$ cat src/rtl/fifo_wr_arbiter.sv
// Round-robin arbiter sharing the async FIFO write port among NREQ requesters.
// Define FIFO_ARB_BURST_EN to hold a grant for up to MAX_BURST words; otherwise every word re-arbitrates.
module fifo_wr_arbiter #(
    parameter int unsigned NREQ      = 4,
    parameter int unsigned DSIZE     = 8,
    parameter int unsigned MAX_BURST = 4
) (
    input  logic                  clk,
    input  logic                  rst,
    input  logic [NREQ-1:0]       req,
    input  logic [NREQ*DSIZE-1:0] req_data,
    output logic [NREQ-1:0]       req_ack,
    output logic [NREQ-1:0]       grant,
    input  logic                  wfull,
    output logic                  winc,
    output logic [DSIZE-1:0]      wdata,
    output logic                  busy
);

    localparam int unsigned IW = (NREQ > 1) ? $clog2(NREQ) : 1;

    typedef enum logic {
        IDLE  = 1'b0,
        BURST = 1'b1
    } state_t;

    state_t          state, state_nxt;
    logic [NREQ-1:0] grant_nxt;
    logic [IW-1:0]   last, last_nxt;
    logic [IW-1:0]   gidx;
    logic [IW-1:0]   pick;
    logic            found;
    logic            sel_req;
    logic [DSIZE-1:0] sel_data;
    logic            beat_last;

`ifdef FIFO_ARB_BURST_EN
    localparam int unsigned BW = $clog2(MAX_BURST + 1);
    logic [BW-1:0]   bcnt, bcnt_nxt;
`else
    // with bursts disabled every burst is exactly one word long
    localparam int unsigned BURST_LEN = (MAX_BURST >= 1) ? 1 : 0;
`endif

    // owner index decoded from the registered one-hot grant
    always_comb begin
        gidx = '0;
        for (int unsigned i = 0; i < NREQ; i++) begin
            if (grant[i]) gidx = IW'(i);
        end
        sel_req  = req[gidx];
        sel_data = req_data[gidx*DSIZE +: DSIZE];
    end

    always_comb begin
        busy    = (state == BURST);
        winc    = busy & sel_req & ~wfull & ~rst;
        wdata   = winc ? sel_data : '0;
        req_ack = grant & {NREQ{winc}};
    end

    // circular scan starting just after the previous owner
    always_comb begin
        found = 1'b0;
        pick  = '0;
        for (int unsigned k = 1; k <= NREQ; k++) begin
            if (!found && req[(32'(last) + k) % NREQ]) begin
                found = 1'b1;
                pick  = IW'((32'(last) + k) % NREQ);
            end
        end
    end

`ifdef FIFO_ARB_BURST_EN
    assign beat_last = (bcnt == BW'(MAX_BURST - 1));
`else
    assign beat_last = (BURST_LEN == 1);
`endif

    always_comb begin
        state_nxt = state;
        grant_nxt = grant;
        last_nxt  = last;
`ifdef FIFO_ARB_BURST_EN
        bcnt_nxt  = bcnt;
`endif
        case (state)
            IDLE: begin
                if (found) begin
                    state_nxt = BURST;
                    grant_nxt = NREQ'(1) << pick;
`ifdef FIFO_ARB_BURST_EN
                    bcnt_nxt  = '0;
`endif
                end
            end
            BURST: begin
                // a wfull stall keeps the grant; only a dropped req or the final beat releases
                if (!sel_req || (winc && beat_last)) begin
                    state_nxt = IDLE;
                    grant_nxt = '0;
                    last_nxt  = gidx;
                end
`ifdef FIFO_ARB_BURST_EN
                else if (winc) begin
                    bcnt_nxt = bcnt + BW'(1);
                end
`endif
            end
            default: begin
                state_nxt = IDLE;
                grant_nxt = '0;
            end
        endcase
    end

    always_ff @(posedge clk) begin
        if (rst) begin
            state <= IDLE;
            grant <= '0;
            last  <= IW'(NREQ - 1);
`ifdef FIFO_ARB_BURST_EN
            bcnt  <= '0;
`endif
        end else begin
            state <= state_nxt;
            grant <= grant_nxt;
            last  <= last_nxt;
`ifdef FIFO_ARB_BURST_EN
            bcnt  <= bcnt_nxt;
`endif
        end
    end

endmodule

$ cat config.mk
export PLATFORM = sky130hd
export DESIGN_NAME = fifo_wr_arbiter
export DESIGN_NICKNAME = d
export VERILOG_FILES = /design/src/rtl/fifo_wr_arbiter.sv
export SDC_FILE = /design/constraint.sdc
export NUM_CORES = 1
export LEC_CHECK = 0
export BUFFER_PORTS_ARGS = -buffer_cell sky130_fd_sc_hd__buf_2
export CAP_MARGIN = 20
export CORE_ASPECT_RATIO = 0.5
export CORE_MARGIN = 8
export CORE_UTILIZATION = 28
export DETAILED_ROUTE_END_ITERATION = 8
export HOLD_SLACK_MARGIN = 0.1
export PLACE_DENSITY = 0.56
export SYNTH_ARGS = -nofsm -noshare
export SYNTH_HDL_FRONTEND = slang
export SYNTH_SLANG_ARGS = --single-unit
$ cat constraint.sdc
create_clock -name clk -period 1.4 [get_ports clk]
set_input_delay 0.07 -clock clk [delete_from_list [all_inputs] [get_ports clk]]
set_output_delay 0.07 -clock clk [all_outputs]
set_load 0.05 [all_outputs]
==> reports/qor.yml <==
run_status:
  status: "finished, violations left"
  violations: "setup timing"
floorplanning:
  core_area_um2: 2590
  start_util_pct: 29.3
  rows: 13
  die_y_um: 52.8
  die-area_um2: 4730
  io-pin-count: 57
  die_w_um: 89.6
synth:
  ys_types: 27
  synth_edf_count: 0
  async_reset_ff_share_pct: 0
  syn-num-nets: 141
  synth.ff_latch_count: 7
  yosysWarnings: 0
  synth_ff_type: "dfxtp_1"
  ys_seq_area_share_pct: 18.5
  synthCells: 102
  syn_avg_cell_area_um2: 7.43
  synth_area_um2: 758
grt:
  grt_pass1_vias: 1004
  grt_max_degree: 18
  grt_pass1_wl_mm: 4.40
  antenna_found_initial: 0
  grt_overflow_total: 0
  grt_usage_pct: 11.8
cells_and_area:
  final_cell_mix: "buf_2, mux2i_1, nor2_4, o21ai_0"
  area_delta_synth_final_pct: 94.6
  finalNetCount: 211
  layout-drive-gt1-share_pct: 56.7
  final_common_cell: "buf_2"
  multi_input_area_um2: 651
  n_fill_cell: 246
  finalCoreUtilization_pct: 57.0
  diodes: 0
  instances_no_fill: 208
  design_area_um2: 1480
  seqCellArea_um2: 155
clock_tree:
  clkLatencyLatePin_ps: 220
  clk_pin_slew_ps: 40
  postCtsSetupBuffers: 0
  cts_buffer_depth: 2
  cts_tree: "built"
  ctsHoldBuffers: 0
  cts_num_sinks: 7
  numCtsBuffers: 3
  htree_levels: 1
  clockRootBuffer: "clkbuf_8"
worst_setup_path:
  worstSetupPathType: "flip-flop to primary output"
  crit_path_start_kind: "flip-flop"
  regToRegSetupSlack_ps: -20
  arrival_ps: 1630
  path_max_fanout: 9
  crit_required_ps: 1330
  worstSetupEndpointType: "primary output"
sta:
  fmax_mhz: 587
  maxSlewHeadroom_pct: 68.7
  hold_viol_final: 0
  setup_viol: 15
  setup_tns_ps: -3380
  slew_violations: 0
  fin_crit_ps: 1700
  fin_skew_ps: 3.03
  worstMarginPinSlew_ps: 464
  timing.final.crit_share_pct: 122
  rsz0062_at_grt: "true"
  timing.hold.ws_ps: 227
  setup_slack_ps: -304
power:
  ir_drop_mv: 0.369
  leakagePower_nw: 0.676
  pwr_density_cell_nw_per_um2: 679
placement:
  place_inst: 204
  place_congestion: 0.791
  dp.final_hpwl_mm: 2.35
  port_buffers: 56
  placement.cell_area_um2: 1340
route:
  vias: 966
  wl_per_cell_um: 13.1
  routed_wl_mm: 2.72
  drc: 0
  ant_nets: 0
  first_pass_iters: 4
  drtIter0Drc: 9
  viasPerCell: 4.64
flow_run:
  drv_cap: 0
worst_hold_path:
  hold_path_class: "input port to flip-flop"
worst max-delay path: stages (launching register included):
cell	delay, ps
dfxtp_4	330
and2b_1	190
nor4_4	290
nand3b_4	140
buf_12	180
nor2_2	110
buf_6	160
report_power, final:
group	switching (W)	internal, W
combinational	0.000270	0.000218
sequential	0.0000164	0.000221
clock	0.0000799	0.000196
total	0.000366	0.000635
per-layer routing:
metal | GRT usage, % | share of wire [%] | up-vias
met5 | 0 | 0 | -
met4 | 5.45 | 1.0 | 0
met3 | 3.13 | 12 | 4
met2 | 21.1 | 46 | 35
met1 | 12.8 | 41 | 427
li1 | - | - | 500
final cells by class:
type	count	area share, %
clock buffer	4	3.05
inverter	7	2.04
timing repair buffer	71	37.2
tap	37	3.14
multi-input combinational	82	44.1
sequential	7	10.5
Yosys cell counts, types with 2 or more instances:
library cell	number	area, um2
mux2i_1	19	190
nor2_1	17	63.8
o21ai_0	11	55.1
nand2_1	8	30.0
dfxtp_1	7	140
inv_1	7	26.3
o22ai_1	5	31.3
nor3_1	4	20.0
buf_2	2	10.0
buf_6	2	22.5
clkbuf_1	2	7.51
nand2b_1	2	12.5
nor2b_1	2	12.5
path summary, 6_finish.rpt:
kind	from	endpoint	depth (start not counted)
setup / recovery	grant[3]$_SDFFE_PP0P_	wdata[7]	6
hold / removal	rst	busy$_SDFF_PP0_	3
setup reg to reg	grant[1]$_SDFFE_PP0P_	last[1]$_SDFFE_PP1P_	5
hold reg to reg	last[0]$_SDFFE_PP1P_	last[0]$_SDFFE_PP1P_	2
sequential cells by signal (all words and copies together), names as in the netlist:
name and flops:
grant 4, busy 1, last 2
stage by stage:
stage / power, W / worst slack, ps
floorplan: 0.000546 / -198
global placement: 0.000712 / -120
detailed placement: 0.000716 / -146
CTS: 0.00101 / -313
global route: 0.00107 / -371
finish: 0.00100 / -304
repair_timing:
item | CTS | global route
setup endpoints to repair | 15 | 20
pin swaps | 0 | 0
gates resized for setup | 27 | 3
logic make-up (layout without fill, tap and decap cells):
kind of cell	after synthesis	in the layout	synth area share, %
simple gates	41	41	29.5
compound gates	22	22	18.2
mux	19	19	25.1
buf+inv	13	82	8.75
flops	7	7	18.5
Power figures use the tool's default switching activity.
